--- src/rtl/fifo_rd_stream_if.sv ---
// fifo_rd_stream_if: FIFO read port plus valid/ready output stream
interface fifo_rd_stream_if #(parameter int DW = 128);
    logic          o_rden;
    logic [DW-1:0] i_rddata;
    logic          i_empty;
    logic          i_alm_empty;
    logic          m_valid;
    logic [DW-1:0] m_data;
    logic          m_ready;
    modport master (
        output o_rden, m_valid, m_data,
        input  i_rddata, i_empty, i_alm_empty, m_ready
    );
    modport slave (
        input  o_rden, m_valid, m_data,
        output i_rddata, i_empty, i_alm_empty, m_ready
    );
endinterface

--- src/rtl/fifo_rd_stream.sv ---
// fifo_rd_stream: pops a 1-cycle-latency FIFO into a 2-entry buffer feeding a valid/ready stream
module fifo_rd_stream #(
    parameter int DW = 128,
    parameter int CW = 16
) (
    input  logic            clk,
    input  logic            rstn,
    input  logic            i_en,
    fifo_rd_stream_if.master bus,
    output logic            o_busy,
    output logic            o_low,
    output logic [CW-1:0]   o_wcnt
);
    localparam logic [1:0] IDLE  = 2'd0;
    localparam logic [1:0] RUN   = 2'd1;
    localparam logic [1:0] DRAIN = 2'd2;
    logic [1:0]    state, state_n;
    logic [1:0]    occ, tail, need;
    logic          infl, pop;
    logic [DW-1:0] buf0, buf1;
    // tail is the slot a returning word lands in once this cycle's pop has shifted the buffer
    always_comb begin
        pop         = bus.m_valid && bus.m_ready;
        tail        = occ - 2'(pop);
        need        = tail + 2'(infl);
        bus.m_valid = occ != 2'd0;
        bus.m_data  = buf0;
        bus.o_rden  = state == RUN && i_en && !bus.i_empty && need < 2'd2;
        o_busy      = state != IDLE;
        state_n     = (state == IDLE) ? (i_en ? RUN : IDLE) :
                      i_en ? RUN : (occ != 2'd0 || infl) ? DRAIN : IDLE;
    end
    always_ff @(posedge clk or posedge rstn) begin
        if (rstn) begin
            state  <= IDLE;
            occ    <= 2'd0;
            infl   <= 1'b0;
            buf0   <= '0;
            buf1   <= '0;
            o_low  <= 1'b0;
            o_wcnt <= '0;
        end else begin
            state <= state_n;
            infl  <= bus.o_rden;
            occ   <= need;
            o_low <= bus.i_alm_empty;
            if (infl && tail == 2'd0) buf0 <= bus.i_rddata;
            else if (pop) buf0 <= buf1;
            if (infl && tail == 2'd1) buf1 <= bus.i_rddata;
            if (pop) o_wcnt <= o_wcnt + CW'(1);
        end
    end
endmodule

--- src/flat_wrapper.sv ---
// flat-port wrapper written by rule: the top's interface ports become plain ports
module fifo_rd_stream_flat 
#(
    parameter int DW = 128,
    parameter int CW = 16
)
  (clk, rstn, i_en, o_busy, o_low, o_wcnt, bus_o_rden, bus_m_valid, bus_m_data, bus_i_rddata, bus_i_empty, bus_i_alm_empty, bus_m_ready);
  fifo_rd_stream_if #(.DW(DW)) bus_i ();
  input  logic clk;
  input  logic rstn;
  input  logic i_en;
  output logic o_busy;
  output logic o_low;
  output logic [CW-1:0] o_wcnt;
  output wire logic [$bits(bus_i.o_rden)-1:0] bus_o_rden;
  output wire logic [$bits(bus_i.m_valid)-1:0] bus_m_valid;
  output wire logic [$bits(bus_i.m_data)-1:0] bus_m_data;
  input wire logic [$bits(bus_i.i_rddata)-1:0] bus_i_rddata;
  input wire logic [$bits(bus_i.i_empty)-1:0] bus_i_empty;
  input wire logic [$bits(bus_i.i_alm_empty)-1:0] bus_i_alm_empty;
  input wire logic [$bits(bus_i.m_ready)-1:0] bus_m_ready;
  assign bus_o_rden = bus_i.o_rden;
  assign bus_m_valid = bus_i.m_valid;
  assign bus_m_data = bus_i.m_data;
  assign bus_i.i_rddata = bus_i_rddata;
  assign bus_i.i_empty = bus_i_empty;
  assign bus_i.i_alm_empty = bus_i_alm_empty;
  assign bus_i.m_ready = bus_m_ready;
  fifo_rd_stream #(.DW(DW), .CW(CW)) u_core (.clk(clk), .rstn(rstn), .i_en(i_en), .bus(bus_i), .o_busy(o_busy), .o_low(o_low), .o_wcnt(o_wcnt));
endmodule
--- config.mk ---
export PLATFORM = sky130hd
export DESIGN_NAME = fifo_rd_stream_flat
export DESIGN_NICKNAME = d
export VERILOG_FILES = /design/src/rtl/fifo_rd_stream_if.sv /design/src/rtl/fifo_rd_stream.sv /design/src/flat_wrapper.sv
export SDC_FILE = /design/constraint.sdc
export NUM_CORES = 1
export LEC_CHECK = 0
export CORE_ASPECT_RATIO = 1.25
export CORE_MARGIN = 4
export CORE_UTILIZATION = 50
export CTS_CLUSTER_DIAMETER = 30
export DETAILED_ROUTE_END_ITERATION = 7
export PLACE_DENSITY = 0.81
export SYNTH_ARGS = -nofsm -noshare
export SYNTH_HDL_FRONTEND = slang
export SYNTH_SLANG_ARGS = --single-unit
--- constraint.sdc ---
create_clock -name clk -period 18.4 [get_ports clk]
set_clock_uncertainty 0.05 [all_clocks]
set_input_delay 3.68 -clock clk [delete_from_list [all_inputs] [get_ports clk]]
set_output_delay 3.68 -clock clk [all_outputs]
set_load 0.05 [all_outputs]
==> flow_summary.json, run 1 <==
{
  "p_sw_share_pct": 38.9,
  "cts_resized": 0,
  "cp.arrival_ps": 6150,
  "met1_usage_pct": 26.1,
  "drive_above_1_share_pct": 8.49,
  "crit_fanout": 6,
  "io_buffers": 281,
  "relSlewSlack_pct": 20.1,
  "post-route-period-util_pct": 53.7,
  "r2r_cells": 8,
  "p_per_area_mw_per_mm2": 200,
  "grtUsageTotal_pct": 21.8,
  "period_needed_ps": 9880,
  "p_switching_uw": 1260,
  "cts_sinks": 278,
  "core-area_mm2": 0.0224,
  "whs_ps": 425,
  "cpMaxStageDelayCell": "clkdlybuf4s50_1",
  "cts_hold_buf": 0,
  "rsz0062_at_grt": "false",
  "r2r_slack_ps": 14590,
  "grt-ovfl-total": 0,
  "leakage_uw": 0.00800,
  "tns_ps": 0,
  "start_util_pct": 51.3,
  "postCtsSetupBuffers": 0,
  "hold_class": "flop to flop",
  "min_from": "u_core.bus.m_data[29]",
  "grt.busiest_layer": "met2",
  "routedWlPerCell_um": 18.5,
  "drc": 0,
  "vias": 8030,
  "cts_buffers": 46,
  "synth_area_per_cell_um2": 12.7,
  "tightest_slew_ps": 1200,
  "die-area_mm2": 0.0255,
  "rows": 61,
  "globalplace.congestion": 0.797,
  "synth-seq-cells": 278,
  "r2r_start": "u_core.occ[1]",
  "synth.distinct_cells": 29,
  "required_ps": 14670,
  "ioPinCount": 282,
  "met2_usage_pct": 37.9,
  "cap_viol_max_count": 0,
  "cts_tree": "built",
  "syn_inst": 909,
  "use_met3_pct": 5.80,
  "cpPeakStageDelay_ps": 820,
  "internal_power_uw": 1980,
  "grt_pass1_wl_mm": 44.5,
  "max_freq_ghz": 0.101,
  "final_antenna_net_count": 0,
  "clkPwrFrac_pct": 29.3,
  "via_per_inst": 5.31,
  "antenna_found_initial": 3,
  "clk_path_buf_depth": 3,
  "power_frac_comb_pct": 38.6,
  "grt_max_degree": 130,
  "outcome": "complete, no violations",
  "synth_seq_area_share_pct": 60.4,
  "htreeDepth": 2,
  "vdd_drop_max_mv": 0.148,
  "critPathLaunchType": "primary input",
  "fillCellCount": 1537,
  "clk_pin_slew_ps": 50,
  "critical_path_class": "primary input to output port",
  "cpMostUsedCell": "clkdlybuf4s50_1",
  "finalHoldViolCount": 0,
  "hold-path-cell-count": 2,
  "setup_viol": 0,
  "clockRootBuffer": "clkbuf_16",
  "power_frac_seq_pct": 32.0,
  "synth_area_mm2": 0.0115,
  "clkLatencyLatePin_ps": 520,
  "dp.final_hpwl_mm": 17.8,
  "yosysWarnings": 0,
  "synth_nets": 1045,
  "worst_setup_path_end_kind": "output port",
  "die_h_um": 178,
  "grt_pass1_vias": 8457,
  "routed_wl_mm": 27.9,
  "drv_slew": 0,
  "drt_pre_antenna_iters": 5,
  "nets": 1325,
  "die_w_um": 144,
  "first_iter_violations": 323,
  "finalPower_uw": 3240,
  "holdPathEnd": "u_core.bus.m_data[29]",
  "path_cells": "clkdlybuf4s50_1 -> o21ai_2 -> inv_1 -> ha_1 -> nand2b_1 -> xnor2_1 -> nor2_1 -> clkdlybuf4s50_1",
  "r2r_end": "u_core.buf1[121]",
  "syn_to_final_growth_pct": 40.8
}
## flip-flops by register name, summed over array words and instances (netlist names)
| register | cells |
|---|---|
| u_core.state | 2 |
| u_core.occ | 2 |
| u_core.o_low | 1 |
| u_core.bus.m_data | 128 |
| u_core.infl | 1 |
| u_core.buf1 | 128 |
| u_core.o_wcnt | 16 |
## placed cells by master (no fill, tap or decap), types with 2 or more instances in the layout
| cell type | instances |
|---|---|
| clkdlybuf4s50_1 | 281 |
| dfrtp_1 | 278 |
| nand2_1 | 137 |
| mux2i_1 | 128 |
| o21ai_0 | 121 |
| mux2_1 | 120 |
| clkbuf_16 | 49 |
| xnor2_1 | 11 |
| bufinv_16 | 10 |
| nor2_1 | 9 |
| mux2_2 | 8 |
| o21ai_1 | 7 |
| xor2_1 | 7 |
| clkbuf_8 | 7 |
| clkinvlp_4 | 7 |
| buf_4 | 6 |
| clkinv_4 | 5 |
| nand3_1 | 4 |
| nand4_1 | 4 |
| diode_2 | 3 |
| inv_1 | 3 |
| or2_2 | 2 |
| ha_1 | 2 |
| clkbuf_1 | 2 |
| inv_6 | 2 |
| clkinv_2 | 2 |
## through the flow
| step | cell area (µm²) | cells | worst slack, ps | utilization [%] |
|---|---|---|---|---|
| 2_1_floorplan | 11500 | 909 | 7000 | - |
| 3_3_place_gp | 14500 | 1424 | 8600 | 64.4 |
| 3_5_place_dp | 14500 | 1424 | 8510 | 64.4 |
| 4_1_cts | 16200 | 1508 | 8520 | 72.2 |
| 5_1_grt | 16200 | 1510 | 8390 | 72.3 |
| 6_report | 16200 | 1511 | 8520 | 72.3 |
## how the worst max path moves through the flow
stage	to	start	depth (start not counted)	slack, ps
floorplan	u_core.buf1[0]	rstn	1	7000
detailed placement	bus_o_rden	bus_m_ready	8	8510
CTS	bus_o_rden	bus_m_ready	8	8520
finish	bus_o_rden	bus_m_ready	8	8520
global route	bus_o_rden	bus_m_ready	8	8390
global placement	bus_o_rden	bus_m_ready	8	8600
## logic make-up (layout without fill, tap and decap cells)
group	Yosys count	count (layout)	synth area share [%]
AO/OA/AOI/OAI	130	130	5.71
flip-flops	278	278	60.4
AND/OR/NAND/NOR	165	165	5.86
adder cells (fa/ha/maj)	2	2	0.217
XOR/XNOR	18	18	1.37
buffers and inverters	60	376	2.80
multiplexers	256	256	23.6
other	0	3	0
## critical path, delay by kind of cell
kind | cells | cell delay [ps]
buf+inv | 3 | 1410
fa+ha+maj | 1 | 370
compound gates | 1 | 150
simple gates | 2 | 380
xor+xnor | 1 | 160
## synthesized netlist by cell type (all sizes together)
master | n | area [µm²]
ha | 2 | 25.0
xor2 | 7 | 61.3
nand4 | 4 | 25.0
nand2 | 137 | 514
and2 | 1 | 7.51
dfrtp | 278 | 6960
mux2 | 128 | 1440
or3 | 1 | 6.26
o2111ai | 1 | 8.76
nor2 | 10 | 37.5
mux2i | 128 | 1280
and4 | 1 | 8.76
or4bb | 1 | 11.3
clkbuf | 12 | 45.0
inv | 4 | 15.0
nor3 | 1 | 5.00
nand3b | 1 | 7.51
nand2b | 1 | 6.26
xnor2 | 11 | 96.3
buf | 44 | 263
o21ai | 129 | 649
or2 | 2 | 12.5
nand3 | 4 | 20.0
nor4 | 1 | 12.5
## final cells by class
type                       count  area, µm²  area share [%]
antenna                        3       7.51          0.0463
clock buffer                  58       1330            8.20
clock inverter                26        424            2.62
inverter                       4       22.5           0.139
multi-input combinational    571       4250            26.2
sequential                   278       6960            42.9
tap                          283        354            2.18
timing repair buffer         288       2880            17.7
## metal layers
metal,vias to the layer above,wire length [µm]
met4,2,609
met3,50,1860
li1,3729,-
met2,237,14700
met5,-,13
met1,4012,10800
## power groups by stage
| stage | sequential (µW) | clock [µW] | combinational (µW) |
|---|---|---|---|
| global route | 1070 | 999 | 1330 |
| CTS | 1040 | 966 | 1270 |
| detailed placement | 1040 | 0 | 1260 |
| global placement | 1030 | 0 | 1230 |
| finish | 1040 | 950 | 1250 |
| floorplan | 1500 | 0 | 357 |
No activity file was read; power rests on OpenSTA's default activity.
==> run 2: changes to the inputs <==
==> constraint.sdc (replaced) <==
create_clock -name clk -period 9.7 [get_ports clk]
set_clock_uncertainty 0.05 [all_clocks]
set_input_delay 1.94 -clock clk [delete_from_list [all_inputs] [get_ports clk]]
set_output_delay 1.94 -clock clk [all_outputs]
set_load 0.05 [all_outputs]
==> run 2 against run 1 <==
Wire length shrank 1.0%. Critical path type unchanged. Global-route usage is essentially flat. Combinational power grew 90%. Largest power group unchanged.
==> flow_summary.json, run 2 (synthesis results as in run 1) <==
{
  "outcome": "complete, no violations",
  "clkPwrFrac_pct": 28.2,
  "power_frac_seq_pct": 32.6,
  "internal_power_uw": 3670,
  "grt_pass1_wl_mm": 44.3,
  "leakage_uw": 0.00797,
  "drc": 0,
  "die_h_um": 178,
  "core-area_mm2": 0.0224,
  "nets": 1326,
  "cts_resized": 0,
  "worst_slack_ps": 3330,
  "routedWlPerCell_um": 18.3,
  "hold_class": "flop to flop",
  "ioPinCount": 282,
  "met1_usage_pct": 25.8,
  "p_switching_uw": 2360,
  "io_buffers": 281,
  "die_w_um": 144,
  "drt_pre_antenna_iters": 4,
  "final_cells": 1511,
  "final_antenna_net_count": 0,
  "cpPeakStageDelay_ps": 820,
  "required_ps": 7710,
  "dp.final_hpwl_mm": 17.5,
  "clkLatencyLatePin_ps": 520,
  "drive_above_1_share_pct": 8.09,
  "final_cell_mix": "clkdlybuf4s50_1, dfrtp_1, nand2_1",
  "postCtsSetupBuffers": 0,
  "relSlewSlack_pct": 30.6,
  "critPathLaunchType": "primary input",
  "grt_max_degree": 144,
  "tns_ps": 0,
  "via_per_inst": 5.27,
  "htreeDepth": 2,
  "post-place-ws_ps": 3340,
  "rows": 61,
  "r2r_end": "u_core.buf1[119]",
  "r2r_slack_ps": 6010,
  "drv_slew": 0,
  "met2_usage_pct": 36.8,
  "vias": 7959,
  "clk_pin_slew_ps": 50,
  "power_frac_comb_pct": 39.2,
  "critical_path_class": "primary input to output port",
  "dpl_cell_area_mm2": 0.0145,
  "grt_pass1_vias": 8531,
  "start_util_pct": 51.3,
  "r2r_cells": 7,
  "setup_viol": 0,
  "routed_wl_mm": 27.7,
  "cpMaxStageDelayCell": "clkdlybuf4s50_1",
  "clk_path_buf_depth": 3,
  "crit_fanout": 6,
  "first_iter_violations": 462,
  "cts_buffers": 48,
  "max_freq_ghz": 0.157,
  "cpMostUsedCell": "clkdlybuf4s50_1",
  "cp.arrival_ps": 4380,
  "grtUsageTotal_pct": 21.8,
  "antenna_found_initial": 3,
  "final_area_mm2": 0.0161,
  "period_needed_ps": 6370,
  "holdPathEnd": "u_core.bus.m_data[54]",
  "final_common_cell": "clkdlybuf4s50_1",
  "path_cells": "clkdlybuf4s50_1 -> o21ai_2 -> inv_1 -> ha_1 -> nand2b_1 -> xnor2_1 -> nor2_1 -> clkdlybuf4s50_1",
  "grt-ovfl-total": 0,
  "vdd_drop_max_mv": 0.335,
  "dp_cells": 1423,
  "min_from": "u_core.bus.m_data[54]",
  "clockRootBuffer": "clkbuf_16",
  "cts_tree": "built",
  "globalplace.congestion": 0.792,
  "worst_setup_path_end_kind": "output port",
  "p_per_area_mw_per_mm2": 374,
  "hold-path-cell-count": 2,
  "grt.busiest_layer": "met2",
  "cts_sinks": 278,
  "r2r_start": "u_core.occ[1]",
  "p_sw_share_pct": 39.2,
  "cap_viol_max_count": 0,
  "syn_to_final_growth_pct": 40.0,
  "tightest_slew_ps": 1040,
  "die-area_mm2": 0.0255,
  "rsz0062_at_grt": "false",
  "fillCellCount": 1555,
  "post-route-period-util_pct": 65.6,
  "use_met3_pct": 5.85,
  "cts_hold_buf": 0,
  "finalHoldViolCount": 0
}
[run 2: routing by layer]
metal / part of all wire (%) / vias to the layer above / wire (µm)
met2: 51 / 254 / 14200
met5: 0 / - / 0
met3: 6.8 / 66 / 1870
met1: 38 / 3914 / 10600
met4: 3.7 / 0 / 1040
li1: - / 3725 / -
[run 2: per-stage QoR]
stage | total power (µW) | utilization [%] | hold WS, ps
after floorplan | 3520 | - | 408
after global placement | 4280 | 64.5 | 410
after detailed placement | 4350 | 64.5 | 419
after CTS | 6100 | 71.8 | 429
after global routing | 6350 | 71.9 | 444
final | 6030 | 71.9 | 420
[run 2: critical path: cells and delay by family]
kind                       cells  cell delay (ps)
buffers and inverters          3             1390
AOI/OAI and AO/OA              1              140
and+or+nand+nor                2              370
adders and majority gates      1              350
xor gates and xnor gates       1              170
[run 2: layout make-up]
type                            instances  area (µm²)  area share [%]
Clock inverter                         18         254            1.57
Multi-Input combinational cell        571        4250            26.3
Clock buffer                           66        1400            8.68
Tap cell                              283         354            2.20
Sequential cell                       278        6960            43.1
Inverter                                4        22.5           0.140
Antenna cell                            4        10.0          0.0621
Timing Repair Buffer                  287        2880            17.9
[run 2: how the worst max path moves through the flow]
stage / depth (start not counted) / to / slack, ps / start
2_1_floorplan: 1 / u_core.buf1[0] / 40 / rstn
3_5_place_dp: 8 / bus_o_rden / 3340 / bus_m_ready
5_1_grt: 8 / bus_o_rden / 3130 / bus_m_ready
4_1_cts: 8 / bus_o_rden / 3330 / bus_m_ready
6_report: 8 / bus_o_rden / 3330 / bus_m_ready
3_3_place_gp: 8 / bus_o_rden / 3400 / bus_m_ready
[run 2: power groups by stage]
| stage | sequential, µW | clock (µW) | combinational (µW) |
|---|---|---|---|
| after floorplan | 2850 | 0 | 678 |
| final | 1970 | 1700 | 2370 |
| after global placement | 1950 | 0 | 2330 |
| after CTS | 1970 | 1730 | 2390 |
| after detailed placement | 1970 | 0 | 2380 |
| after global routing | 2030 | 1790 | 2530 |
==> run 3: changes to the inputs <==
==> constraint.sdc (replaced) <==
create_clock -name clk -period 6.19 [get_ports clk]
set_clock_uncertainty 0.05 [all_clocks]
set_input_delay 1.238 -clock clk [delete_from_list [all_inputs] [get_ports clk]]
set_output_delay 1.238 -clock clk [all_outputs]
set_load 0.05 [all_outputs]
==> run 3 against run 2 <==
Wire length increased by 0.26%. Non-clock buffer count up 2. Sequential power is 56% higher. Design area rose by 1.1%. Sequential share of layout area is 0.47 points lower. Global-route usage decreased by 0.30 points. Cell count is 0.99% higher. Hold slack hardly changed. Largest cell class unchanged. Highest routed layer is now met5.
==> flow_summary.json, run 3 (synthesis results as in run 1) <==
{
  "die_h_um": 178,
  "cts_hold_buf": 0,
  "routed_wl_mm": 27.7,
  "cpMaxStageDelayCell": "clkdlybuf4s50_1",
  "worst_slack_ps": 1240,
  "clkPwrFrac_pct": 29.6,
  "core-area_mm2": 0.0224,
  "maxUsedRoutingLayer": "met5",
  "grt_pass1_vias": 8343,
  "ioPinCount": 282,
  "max_freq_ghz": 0.202,
  "tns_ps": 0,
  "leakage_uw": 0.00806,
  "crit_fanout": 6,
  "post-place-ws_ps": 1260,
  "htreeDepth": 2,
  "wl_met1_mm": 10.8,
  "first_iter_violations": 285,
  "wl_met3_mm": 1.89,
  "clk_pin_slew_ps": 50,
  "grtUsageTotal_pct": 21.5,
  "cpMostUsedCell": "clkdlybuf4s50_1",
  "cp.arrival_ps": 3660,
  "final_cell_mix": "clkdlybuf4s50_1, dfrtp_1, nand2_1",
  "cts_tree": "built",
  "p_switching_uw": 3780,
  "worst_setup_path_end_kind": "output port",
  "clkLatencyLatePin_ps": 540,
  "io_buffers": 281,
  "critical_path_class": "primary input to output port",
  "r2r_cells": 7,
  "antenna_found_initial": 7,
  "critPathLaunchType": "primary input",
  "vias": 7940,
  "cp-startpoint": "bus_m_ready",
  "required_ps": 4900,
  "rows": 61,
  "die-area_mm2": 0.0255,
  "postCtsSetupBuffers": 0,
  "final_common_cell": "clkdlybuf4s50_1",
  "cpPeakStageDelay_ps": 820,
  "period_needed_ps": 4950,
  "rsz0062_at_grt": "false",
  "final_antenna_net_count": 0,
  "drv_slew": 0,
  "wl_met2_mm": 14.0,
  "power_frac_comb_pct": 38.5,
  "cts_buffers": 52,
  "drc": 0,
  "start_util_pct": 51.3,
  "r2r_slack_ps": 3090,
  "globalplace.congestion": 0.847,
  "fillCellCount": 1555,
  "r2r_end": "u_core.bus.m_data[68]",
  "setup_viol": 0,
  "grt_max_degree": 145,
  "finalHoldViolCount": 0,
  "vdd_drop_max_mv": 0.455,
  "cap_viol_max_count": 0,
  "syn_to_final_growth_pct": 41.6,
  "r2r_start": "u_core.occ[1]",
  "p_sw_share_pct": 39.2,
  "grt-ovfl-total": 0,
  "relSlewSlack_pct": 25.0,
  "outcome": "complete, no violations",
  "clockRootBuffer": "clkbuf_16",
  "hold_class": "flop to flop",
  "path_cells": "clkdlybuf4s50_1 -> o21ai_2 -> inv_1 -> ha_1 -> nand2b_1 -> xnor2_1 -> nor2_1 -> clkdlybuf4s50_1",
  "post-route-period-util_pct": 80.0,
  "drt_pre_antenna_iters": 4,
  "internal_power_uw": 5870,
  "p_per_area_mw_per_mm2": 592,
  "via_per_inst": 5.20,
  "die_w_um": 144,
  "cp-endpoint": "bus_o_rden",
  "tightest_slew_ps": 1120,
  "power_frac_seq_pct": 31.9,
  "nets": 1332,
  "routedWlPerCell_um": 18.2,
  "clk_path_buf_depth": 3,
  "cts_resized": 0,
  "dp.final_hpwl_mm": 17.7,
  "drive_above_1_share_pct": 9.22,
  "cts_sinks": 278,
  "grt_pass1_wl_mm": 43.6
}
run 3: power by group through the flow:
stage	sequential [µW]	combinational (µW)	clock (µW)
global route	3170	3960	3010
finish	3080	3720	2860
floorplan	4460	1060	0
detailed placement	3090	3740	0
global placement	3050	3660	0
CTS	3080	3760	2910
run 3: per-stage QoR:
step                instance area, µm²  power [µW]  hold WS (ps)  std cells  util, %
floorplan                        11500        5520           408        909        -
global placement                 14500        6710           411       1425     64.6
detailed placement               14500        6830           419       1425     64.6
CTS                              16300        9750           430       1520     72.6
global route                     16300       10100           442       1525     72.6
finish                           16300        9650           420       1526     72.7
run 3: routing by layer:
layer | GRT usage, % | up-vias
met4 | 10.8 | 4
li1 | - | 3752
met2 | 36.3 | 232
met3 | 6.74 | 70
met1 | 24.5 | 3882
met5 | 0 | -
run 3: final cells by class:
type	instances	area (µm²)	share of cell area, %
flip-flops and latches	278	6960	42.7
multi-input cells	571	4250	26.0
repair buffers	289	2910	17.9
clock buffers	63	1420	8.73
clock inverters	32	378	2.32
well taps	283	354	2.17
inverters	4	18.8	0.115
diodes	6	15.0	0.0921
run 3: worst min-delay path by stage:
stage,depth (start not counted),startpoint,endpoint
after floorplan,1,u_core.buf1[0],u_core.buf1[0]
after global routing,2,u_core.bus.m_data[60],u_core.bus.m_data[60]
after detailed placement,2,u_core.bus.m_data[57],u_core.bus.m_data[57]
after global placement,2,u_core.bus.m_data[12],u_core.bus.m_data[12]
after CTS,2,u_core.bus.m_data[77],u_core.bus.m_data[77]
final,2,u_core.bus.m_data[77],u_core.bus.m_data[77]
run 3: worst max-delay path, delay by kind of cell:
family	cells	cell delay (ps)
xor+xnor	1	170
simple gates	2	380
compound gates	1	140
fa+ha+maj	1	350
buf+inv	3	1390
